<file path="config.mk">
export PLATFORM = sky130hd
export DESIGN_NAME = imem_boot_ctrl
export DESIGN_NICKNAME = d
export VERILOG_FILES = /design/src/rtl/imem_ctrl_pkg.sv /design/src/rtl/pc_loop_detect.sv /design/src/rtl/imem_boot_ctrl.sv
export SDC_FILE = /design/constraint.sdc
export NUM_CORES = 1
export LEC_CHECK = 0
export ABC_AREA = 1
export CORE_ASPECT_RATIO = 0.5
export CORE_MARGIN = 5
export CORE_UTILIZATION = 38
export CTS_BUF_LIST = sky130_fd_sc_hd__clkbuf_4 sky130_fd_sc_hd__clkbuf_8
export CTS_CLUSTER_DIAMETER = 120
export DETAILED_ROUTE_END_ITERATION = 12
export GPL_ROUTABILITY_DRIVEN = 0
export PLACE_DENSITY = 0.84
export SKIP_LAST_GASP = 1
export SLEW_MARGIN = 15
export SYNTH_ARGS = -nofsm -noshare
export SYNTH_HDL_FRONTEND = slang
export SYNTH_SLANG_ARGS = --single-unit
</file>
<file path="constraint.sdc">
create_clock -name clk -period 3.22 [get_ports clk]
set_input_delay 0.644 -clock clk [delete_from_list [all_inputs] [get_ports clk]]
set_output_delay 0.644 -clock clk [all_outputs]
set_load 0.01 [all_outputs]
</file>
<file path="src/rtl/imem_ctrl_pkg.sv">
// Shared types and constants for the instruction-memory boot controller.
package imem_ctrl_pkg;

    typedef enum logic [1:0] {
        IDLE = 2'd0,
        LOAD = 2'd1,
        RUN  = 2'd2,
        HALT = 2'd3
    } state_t;

    localparam int DEF_ADDR_W   = 10;
    localparam int DEF_HALT_CYC = 8;

    // Any set bit here in a fetch PC means the fetch is not word aligned.
    localparam logic [1:0] FETCH_ALIGN_MASK = 2'b11;

endpackage

</file>
<file path="src/rtl/pc_loop_detect.sv">
// Detects a CPU parked on a single PC: counts consecutive cycles with an unchanged
// fetch PC and flags halt_hit_o on the cycle the run length reaches HALT_CYC.
module pc_loop_detect
    import imem_ctrl_pkg::*;
#(
    parameter int HALT_CYC = DEF_HALT_CYC
) (
    input  logic        clk,
    input  logic        rst_n,
    input  logic        en_i,
    input  logic        clr_i,
    input  logic [31:0] pc_i,
    output logic        halt_hit_o
);

    localparam logic [7:0] LIMIT = 8'(HALT_CYC - 1);

    logic [31:0] pc_hist_q;
    logic [7:0]  same_cnt_q;
    logic [7:0]  same_cnt_d;
    logic        pc_same;

    assign pc_same = (pc_i == pc_hist_q);

    always_comb begin
        same_cnt_d = '0;
        if (en_i && !clr_i && pc_same && same_cnt_q != 8'hFF) begin
            same_cnt_d = same_cnt_q + 8'd1;
        end
    end

    assign halt_hit_o = en_i & pc_same & (same_cnt_q == LIMIT);

    // History tracks the PC even while stalled so the first RUN cycle compares
    // against the PC the core was frozen on.
    always_ff @(posedge clk or negedge rst_n) begin
        if (!rst_n) begin
            pc_hist_q  <= '0;
            same_cnt_q <= '0;
        end else begin
            pc_hist_q  <= pc_i;
            same_cnt_q <= same_cnt_d;
        end
    end

endmodule

</file>
<file path="src/rtl/imem_boot_ctrl.sv">
// Instruction-memory port owner: loads a program from a valid/ready loader, hands
// the port to the fetch stage, and parks the core in HALT on end-of-test.
module imem_boot_ctrl
    import imem_ctrl_pkg::*;
#(
    parameter int ADDR_W   = DEF_ADDR_W,
    parameter int HALT_CYC = DEF_HALT_CYC
) (
    input  logic              clk,
    input  logic              rst_n,
    input  logic              ld_valid,
    output logic              ld_ready,
    input  logic [31:0]       ld_addr,
    input  logic [31:0]       ld_data,
    input  logic              ld_last,
    input  logic              soft_clr,
    input  logic [31:0]       pc_current_s1,
    output logic              mem_en,
    output logic              mem_we,
    output logic [ADDR_W-1:0] mem_addr,
    output logic [31:0]       mem_wdata,
    output logic              cpu_stall,
    output logic              halted,
    output logic              ld_err,
    output logic              fetch_err,
    output logic [ADDR_W:0]   load_count,
    output logic [1:0]        state
);

    localparam int              DEPTH     = 2 ** ADDR_W;
    localparam logic [31:0]     DEPTH_A   = 32'(DEPTH);
    localparam logic [ADDR_W:0] DEPTH_CNT = (ADDR_W + 1)'(DEPTH);

    state_t            state_q;
    logic              ld_err_q;
    logic              fetch_err_q;
    logic [ADDR_W:0]   load_count_q;

    logic accept;
    logic in_range;
    logic in_run;
    logic misaligned;
    logic halt_hit;

    assign ld_ready   = (state_q == IDLE) || (state_q == LOAD);
    assign accept     = ld_valid & ld_ready;
    assign in_range   = (ld_addr < DEPTH_A);
    assign in_run     = (state_q == RUN);
    assign misaligned = in_run && ((pc_current_s1[1:0] & FETCH_ALIGN_MASK) != 2'b00);

    pc_loop_detect #(
        .HALT_CYC (HALT_CYC)
    ) u_loop_detect (
        .clk        (clk),
        .rst_n      (rst_n),
        .en_i       (in_run),
        .clr_i      (soft_clr && state_q == HALT),
        .pc_i       (pc_current_s1),
        .halt_hit_o (halt_hit)
    );

    // Port mux: loader writes while loading, fetch reads in RUN, idle in HALT.
    always_comb begin
        mem_en    = 1'b0;
        mem_we    = 1'b0;
        mem_addr  = ld_addr[ADDR_W-1:0];
        mem_wdata = ld_data;
        if (in_run) begin
            mem_en   = 1'b1;
            mem_addr = pc_current_s1[ADDR_W+1:2];
        end else if (accept && in_range) begin
            mem_we = 1'b1;
            mem_en = 1'b1;
        end
    end

    always_ff @(posedge clk or negedge rst_n) begin
        if (!rst_n) begin
            state_q      <= IDLE;
            ld_err_q     <= 1'b0;
            fetch_err_q  <= 1'b0;
            load_count_q <= '0;
        end else begin
            case (state_q)
                IDLE: if (accept) state_q <= ld_last ? RUN : LOAD;
                LOAD: if (accept && ld_last) state_q <= RUN;
                RUN:  if (misaligned || halt_hit) state_q <= HALT;
                HALT: begin
                    if (soft_clr) begin
                        state_q      <= IDLE;
                        load_count_q <= '0;
                    end
                end
                default: state_q <= IDLE;
            endcase

            if (accept && !in_range) ld_err_q <= 1'b1;
            if (accept && in_range && load_count_q != DEPTH_CNT) begin
                load_count_q <= load_count_q + 1'b1;
            end
            if (misaligned) fetch_err_q <= 1'b1;
        end
    end

    assign cpu_stall  = (state_q != RUN);
    assign halted     = (state_q == HALT);
    assign ld_err     = ld_err_q;
    assign fetch_err  = fetch_err_q;
    assign load_count = load_count_q;
    assign state      = state_q;

endmodule

</file>
==> results of run 1 <==
logic make-up after synthesis:
group,count (synthesis),share of synthesized area
simple gates,235,0.301
buf+inv,111,0.162
flops,55,0.410
compound gates,34,0.0573
xor+xnor,17,0.0443
fa+ha+maj,7,0.0261
through the flow:
step | hold WS [ns] | util
floorplan | 0.348 | -
global placement | 0.452 | 0.489
detailed placement | 0.452 | 0.489
CTS | 0.466 | 0.501
global route | 0.496 | 0.502
finish | 0.446 | 0.502
power groups by stage:
stage	logic, mW	registers [mW]	clock network [mW]
detailed placement	0.863	0.829	0
finish	0.860	0.816	0.414
global route	0.948	0.828	0.460
floorplan	0.456	0.832	0
CTS	0.869	0.817	0.424
global placement	0.852	0.828	0
synthesized netlist by cell type (4+ instances only):
cell	number	area, µm²
nor3_1	7	35.0
nand4_1	8	50.1
nor4_1	8	50.1
xor2_1	11	96.3
nand2_1	117	439
buf_4	32	240
o21ai_0	15	75.1
o21ai_1	6	30.0
nor2_1	58	218
xnor2_1	6	52.6
ha_1	7	87.6
dfrtp_1	55	1380
o22ai_1	6	37.5
nand3_1	22	110
inv_1	75	282
or2_2	4	25.0
layout make-up:
type | instances | area (µm²)
well taps | 117 | 146
clock buffers | 6 | 82.6
flip-flops and latches | 55 | 1380
fillers | 812 | 4310
multi-input cells | 293 | 1440
clock inverters | 2 | 16.3
inverters | 76 | 285
repair buffers | 100 | 991
state kept, by name (all words and copies together), names as in the netlist:
signal,flops
u_loop_detect.pc_hist_q,32
u_loop_detect.same_cnt_q,8
state,2
load_count,11
fetch_err,1
ld_err,1
final timing paths:
kind                                        startpoint                           to  slack, ns  cells past startpoint
setup / recovery                           ld_addr[29]                       mem_we       0.19                     10
hold / removal                                   rst_n   u_loop_detect.pc_hist_q[5]       0.45                      2
setup reg to reg                              state[0]                     state[0]       1.12                     13
hold reg to reg            u_loop_detect.same_cnt_q[0]  u_loop_detect.same_cnt_q[0]       0.47                      1
max in group asynchronous                        rst_n  u_loop_detect.same_cnt_q[3]       2.31                      2
min in group clk           u_loop_detect.same_cnt_q[0]  u_loop_detect.same_cnt_q[0]       0.47                      1
timing repair:
item | CTS | global route
setup endpoints to repair | 0 | 1
resized for setup | 0 | 0
buffers inserted | 0 | 1
cell usage in the layout, fill, tap and decap left out, types with 2 or more instances in the layout:
cell type and count:
nor2_2 2, o22ai_1 6, nor3b_1 2, nor4_1 8, xnor2_1 6, o21ai_1 6, o21ai_0 15, nor3_1 7
inv_1 75, o21bai_1 2, nand3_1 22, nand4_1 8, clkbuf_8 6, a21oi_1 2, ha_1 7, or2_2 4
nand3b_1 2, xor2_1 11, nor2_1 58, dfrtp_1 55, buf_4 2, nand2_1 117, clkdlybuf4s50_1 97, nand2_2 2
per-layer routing:
layer  wire, µm  share of wire
met4        133          0.016
met2       4410           0.53
met1       3450           0.41
met3        331          0.040
met5          0              0
==> results.cfg, run 1 <==
[place]
io_buffers = 98
dp_slack_ns = 0.162
dp_cells = 640
dpl_cell_area_mm2 = 0.00423
dpl.hpwl_um = 6560

[setup_path]
crit_path_max_incr_delay_ns = 0.54
cp_num_buf_inv = 3
critPathSlowestCell = clkdlybuf4s50_1
critPathRequiredTime_ns = 2.58
critPathKind = in2out
worstPathMaxFanout = 3
cp-end-kind = output pin
worstPathCellList = clkdlybuf4s50_1, nor2_1, and2_1, nand2_1, nor2_1, nand3_1, nor2_2, inv_1, nor2_1, clkdlybuf4s50_1
critPathLaunchType = input port
arrival_ns = 2.38
cpMostUsedCell = nor2_1
cp_top_family = buffers and inverters

[global_routing]
use_met2 = 0.282
top_usage_layer = met2
antenna_found_initial = 0
grt-ovfl-total = 0
grt_usage = 0.155
grt_start_max_net_pins = 56
grtUsageMet3 = 0.0351
grt_pass1_vias = 3150
use_met1 = 0.182
grt_pass1_wl_um = 14100

[synth]
async_reset_ff_frac = 1.00
syn_area_mm2 = 0.00336
ys_seq_area_frac = 0.410
postSynthCellCount = 459
synth.distinct_cells = 31
synth_edf_count = 0
ys.flop_type = dfrtp_1
synth.avg_cell_area_um2 = 7.32
yosysWarnings = 0
synth-seq-cells = 55
synth_fp_nets = 567

[routing]
ant_nets = 0
drc = 0
vias = 3037
routed_wl_um = 8330
wire_per_inst_um = 12.8
dr.pass1.iters = 4
via_per_inst = 4.68
drt_iter0_markers = 132

[floorplanning]
initial_core_util = 0.389
fp-row-count = 24
ios = 163
die_x_um = 143
die_h_um = 76.5
die_area_mm2 = 0.0109
core_area_mm2 = 0.00865

[pwr]
intPower_mw = 1.35
peakVddDrop_mv = 0.207
p_switching_uw = 739
leakage_nw = 2.06
p_comb_frac = 0.412
p_sw_frac = 0.354
finalPower_mw = 2.09
power.density_mw_per_mm2 = 482
pwr-share-seq = 0.390
p_clk_frac = 0.198

[clocking]
htree_levels = 2
cts-root-buf = clkbuf_8
clock_latency_ns = 0.32
numCtsBuffers = 5
clk_pin_slew_ns = 0.11
cts_tree = done
clock_path_buffers = 2
cts_hold_buf = 0
cts.sinks = 55

[cells_and_area]
fin_area_mm2 = 0.00434
antenna_cells = 0
nets = 639
post_route_cells_drive_above_1_share = 0.0451
syn_to_final_growth_pct = 29.1
finalNonFillerCells = 649

[job]
maxCapViolations = 0

[timing]
slew_headroom = 0.534
slew_viol_final = 0
setup_viol = 0
final.setup.worst_slack_ns = 0.191
fin_crit_sh = 0.941
tightest_slew_ns = 0.699
finClkSkew_ns = 0.0169
min_period_ns = 3.03
rsz0062_at_grt = false
hold_violations = 0
tns_ns = 0
fmax_ghz = 0.330

[status]
outcome = complete, no violations

[worst_hold_path]
hold_class = in2async
No activity file was read; power rests on OpenSTA's default activity.
==> run 2, diff against run 1 <==
--- a/config.mk
+++ b/config.mk
@@ -7,7 +7,6 @@
 export LEC_CHECK = 0
 export ABC_AREA = 1
 export CORE_ASPECT_RATIO = 0.5
-export CORE_MARGIN = 5
 export CORE_UTILIZATION = 38
 export CTS_BUF_LIST = sky130_fd_sc_hd__clkbuf_4 sky130_fd_sc_hd__clkbuf_8
 export CTS_CLUSTER_DIAMETER = 120
==> results.cfg, run 2 (synthesized netlist as in run 1, its figures left out) <==
[setup_path]
crit_path_max_incr_delay_ns = 0.53
rr_startpoint = state[0]
arrival_ns = 2.35
worstPathCellList = clkdlybuf4s50_1, nor2_1, and2_1, nand2_1, nor2_1, nand3_1, nor2_2, inv_1, nand2_1, clkdlybuf4s50_1
critPathRequiredTime_ns = 2.58
critPathSlowestCell = clkdlybuf4s50_1
ff2ff_setup_slack_ns = 1.10
cp_top_family = buffers and inverters
cp.depth = 10
reg2regPathDepth = 13
cp-end-kind = output pin
worstPathMaxFanout = 3
cp_num_buf_inv = 3
startpoint = ld_addr[29]
critPathLaunchType = input port
worstReg2RegEnd = state[0]
critPathKind = in2out

[cells_and_area]
post_route_cells_drive_above_1_share = 0.0469
final_cell_mix = nand2_1 (117), clkdlybuf4s50_1 (96), inv_1 (75)
final_common_cell = nand2_1
largest_register_ffs = 32
fillers = 768
nets = 640
syn_to_final_growth_pct = 28.9
fin_area_mm2 = 0.00433
antenna_cells = 0
top_register = u_loop_detect.pc_hist_q

[pwr]
finalPower_mw = 2.06
leakage_nw = 2.09
power.density_mw_per_mm2 = 476
peakVddDrop_mv = 0.214

[floorplanning]
die_h_um = 68.5
die_x_um = 135
ios = 163
initial_core_util = 0.405
fp-row-count = 23
core_area_mm2 = 0.00829
die_area_mm2 = 0.00925

[place]
dp_slack_ns = 0.189
dpl.hpwl_um = 6670
io_buffers = 98
dpl_cell_area_mm2 = 0.00423

[job]
maxCapViolations = 0

[timing]
rsz0062_at_grt = false
worst_hold_slack_ns = 0.320
slew_headroom = 0.613
tightest_slew_ns = 0.580
slew_viol_final = 0
finClkSkew_ns = 0.00717
setup_viol = 0
fmax_ghz = 0.334
tns_ns = 0
final.setup.worst_slack_ns = 0.223
hold_violations = 0
min_period_ns = 3.00
fin_crit_sh = 0.931

[status]
outcome = complete, no violations

[clocking]
cts.sinks = 55
cts_tree = done
cts_hold_buf = 0
cts-root-buf = clkbuf_8
clk_pin_slew_ns = 0.09
clock_latency_ns = 0.31
clock_path_buffers = 2
numCtsBuffers = 5
htree_levels = 2

[routing]
via_per_inst = 4.67
ant_nets = 0
drt_iter0_markers = 140
wire_per_inst_um = 12.7
vias = 3015
drc = 0
routed_wl_um = 8170
dr.pass1.iters = 4

[global_routing]
grt_pass1_vias = 2900
grt-ovfl-total = 0
grt_pass1_wl_um = 13000
grt_start_max_net_pins = 27
grt_usage = 0.182
antenna_found_initial = 0

[worst_hold_path]
hold_class = in2async
==> run 2: cell count changes in the layout (fill, tap and decap cells not counted) <==
cell,previous run,this run
clkbuf_4,0,2
buf_4,2,3
clkbuf_8,6,5
clkdlybuf4s50_1,97,96
clkinv_2,0,1
clkinv_4,1,0
clkinvlp_4,1,0
dlymetal6s2s_1,0,1
==> run 2: worst max-delay path by stage <==
| stage | end | slack [ns] |
|---|---|---|
| 3_5_place_dp | mem_we | 0.19 |
| 6_report | mem_en | 0.22 |
| 3_3_place_gp | mem_we | 0.25 |
| 2_1_floorplan | mem_we | 1.17 |
| 5_1_grt | mem_en | 0.03 |
| 4_1_cts | mem_we | 0.19 |
==> run 2: repair_timing <==
item / 4_1_cts / 5_1_grt
resized for setup: 0 / 1
setup buffers: 0 / 1
endpoints found under the setup margin: 0 / 1
==> run 2: cell type report <==
| class | count | area [µm²] | share of cell area |
|---|---|---|---|
| multi-input combinational | 293 | 1440 | 0.332 |
| sequential | 55 | 1380 | 0.318 |
| timing repair buffer | 101 | 1000 | 0.231 |
| inverter | 76 | 285 | 0.0659 |
| tap | 112 | 140 | 0.0324 |
| clock buffer | 7 | 83.8 | 0.0194 |
| clock inverter | 1 | 5.00 | 0.00116 |
==> run 2: power breakdown <==
group          total [mW]  leakage [nW]  internal, mW  switching, mW
sequential          0.814         0.679         0.750         0.0645
clock               0.389        0.0491         0.170          0.219
combinational       0.857          1.36         0.425          0.432
total                2.06          2.09          1.34          0.716
==> run 2: worst reg2reg max path, cell delays in order (launching register included) <==
cell and delay, ns:
dfrtp_1 0.44, inv_1 0.10, ha_1 0.33, inv_2 0.24, a21oi_2 0.16, nand3_1 0.08
nor2_1 0.08, nand2_1 0.06, nor2_1 0.11, nand3_1 0.09, nand2_1 0.13, nand2_1 0.08
nand2_1 0.07, nand2_1 0.04
==> run 2: routing by layer <==
metal | GRT usage | part of all wire
met1 | 0.201 | 0.42
met4 | 0.0969 | 0.035
met2 | 0.341 | 0.50
met3 | 0.0402 | 0.045
met5 | 0 | 0
==> run 2: metrics by stage <==
step           cells   util
5_1_grt          645  0.523
2_1_floorplan    459      -
3_5_place_dp     636  0.511
6_report         645  0.523
3_3_place_gp     636  0.511
4_1_cts          644  0.521
==> run 3, diff against run 2 <==
--- a/config.mk
+++ b/config.mk
@@ -12,7 +12,7 @@
 export CTS_CLUSTER_DIAMETER = 120
 export DETAILED_ROUTE_END_ITERATION = 12
 export GPL_ROUTABILITY_DRIVEN = 0
-export PLACE_DENSITY = 0.84
+export PLACE_DENSITY = 0.76
 export SKIP_LAST_GASP = 1
 export SLEW_MARGIN = 15
 export SYNTH_ARGS = -nofsm -noshare
==> results.cfg, run 3 (synthesized netlist as in run 1, its figures left out) <==
[status]
outcome = complete, no violations

[clocking]
clock_latency_ns = 0.31
clock_path_buffers = 2
clk_pin_slew_ns = 0.10
numCtsBuffers = 5
htree_levels = 2
cts.sinks = 55
cts-root-buf = clkbuf_8
cts_tree = done

[timing]
tightest_slew_ns = 0.441
finClkSkew_ns = 0.0129
slew_headroom = 0.706
rsz0062_at_grt = false
fin_crit_sh = 0.933
slew_viol_final = 0
hold_violations = 0
min_period_ns = 3.00
setup_viol = 0
fmax_ghz = 0.333
tns_ns = 0

[setup_path]
reg2regPathDepth = 13
worstPathMaxFanout = 3
startpoint = ld_addr[26]
worstReg2RegEnd = state[1]
ff2ff_setup_slack_ns = 1.06
critPathLaunchType = input port
endpoint = mem_en
critPathRequiredTime_ns = 2.58
cp-end-kind = output pin
critPathKind = in2out
rr_startpoint = state[0]
arrival_ns = 2.36

[cells_and_area]
fillers = 788
final_cell_mix = nand2_1 (117), clkdlybuf4s50_1 (96), inv_1 (75)
largest_register_ffs = 32
post_route_cells_drive_above_1_share = 0.0469
regArea_mm2 = 0.00138
multi_input_area_mm2 = 0.00144
nets = 640
syn_to_final_growth_pct = 29.3
antenna_cells = 0
final_common_cell = nand2_1
finalNonFillerCells = 645
top_register = u_loop_detect.pc_hist_q

[floorplanning]
initial_core_util = 0.405
die_area_mm2 = 0.00925
fp-row-count = 23
die_x_um = 135
die_h_um = 68.5
ios = 163
core_area_mm2 = 0.00829

[routing]
dr.pass1.iters = 4
via_per_inst = 4.62
routed_wl_um = 8120
wire_per_inst_um = 12.6
drt_iter0_markers = 110
ant_nets = 0
drc = 0
vias = 2979

[global_routing]
grt-ovfl-total = 0
antenna_found_initial = 0
grt_start_max_net_pins = 25
grtUsageMet3 = 0.0453
grt_pass1_vias = 2845
use_met1 = 0.221
top_usage_layer = met2
grt_pass1_wl_um = 13200
use_met2 = 0.335
grt_usage = 0.187

[place]
dp_cells = 636
io_buffers = 98
dpl.hpwl_um = 6500

[pwr]
power.density_mw_per_mm2 = 485
peakVddDrop_mv = 0.214
leakage_nw = 2.09

[worst_hold_path]
hold_class = in2async

[job]
maxCapViolations = 0
==> run 3: cell type report <==
type                            instances  share of cell area
Inverter                               76              0.0656
Clock buffer                            8              0.0239
Sequential cell                        55               0.317
Tap cell                              112              0.0322
Multi-Input combinational cell        293               0.331
Timing Repair Buffer                  101               0.230
==> run 3: stage by stage <==
stage / utilization / hold WS, ns / cell area (µm²) / setup slack, ns / total power, mW
after floorplan: - / 0.348 / 3360 / 1.17 / 1.29
after global placement: 0.511 / 0.451 / 4230 / 0.231 / 1.69
after detailed placement: 0.511 / 0.453 / 4230 / 0.152 / 1.69
after CTS: 0.523 / 0.264 / 4340 / 0.140 / 2.13
after global routing: 0.524 / 0.271 / 4350 / 0.0436 / 2.26
final: 0.524 / 0.257 / 4350 / 0.216 / 2.11
==> run 3: worst min path at each step <==
stage                                   to  slack [ns]  cells past startpoint
6_report        u_loop_detect.pc_hist_q[4]        0.26                      1
5_1_grt         u_loop_detect.pc_hist_q[0]        0.27                      1
4_1_cts         u_loop_detect.pc_hist_q[4]        0.26                      1
3_5_place_dp   u_loop_detect.same_cnt_q[0]        0.45                      1
3_3_place_gp   u_loop_detect.same_cnt_q[0]        0.45                      1
2_1_floorplan                    fetch_err        0.35                      0
==> run 3: critical path, cell delays in order <==
cell             delay, ns
clkdlybuf4s50_1       0.41
inv_1                 0.06
nand2_1               0.04
nor2_1                0.10
nand2_1               0.06
nor2_1                0.11
nand3_1               0.12
nor2_2                0.15
inv_1                 0.09
nand2_1               0.06
clkdlybuf4s50_1       0.53
==> run 3: layer usage <==
layer / routed length (µm) / up-vias
li1: - / 1538
met1: 3640 / 1347
met2: 3840 / 64
met3: 383 / 30
met4: 259 / 0
met5: 0 / -
==> run 3: power by group <==
group | internal [mW] | switching [mW]
clock network | 0.205 | 0.227
logic | 0.425 | 0.433
registers | 0.750 | 0.0681
total | 1.38 | 0.728
==> run 3: timing repair <==
action / CTS / global route
setup endpoints to repair: 0 / 1
hold buffers: 0 / 0
buffers inserted: 0 / 1
resized for setup: 0 / 1
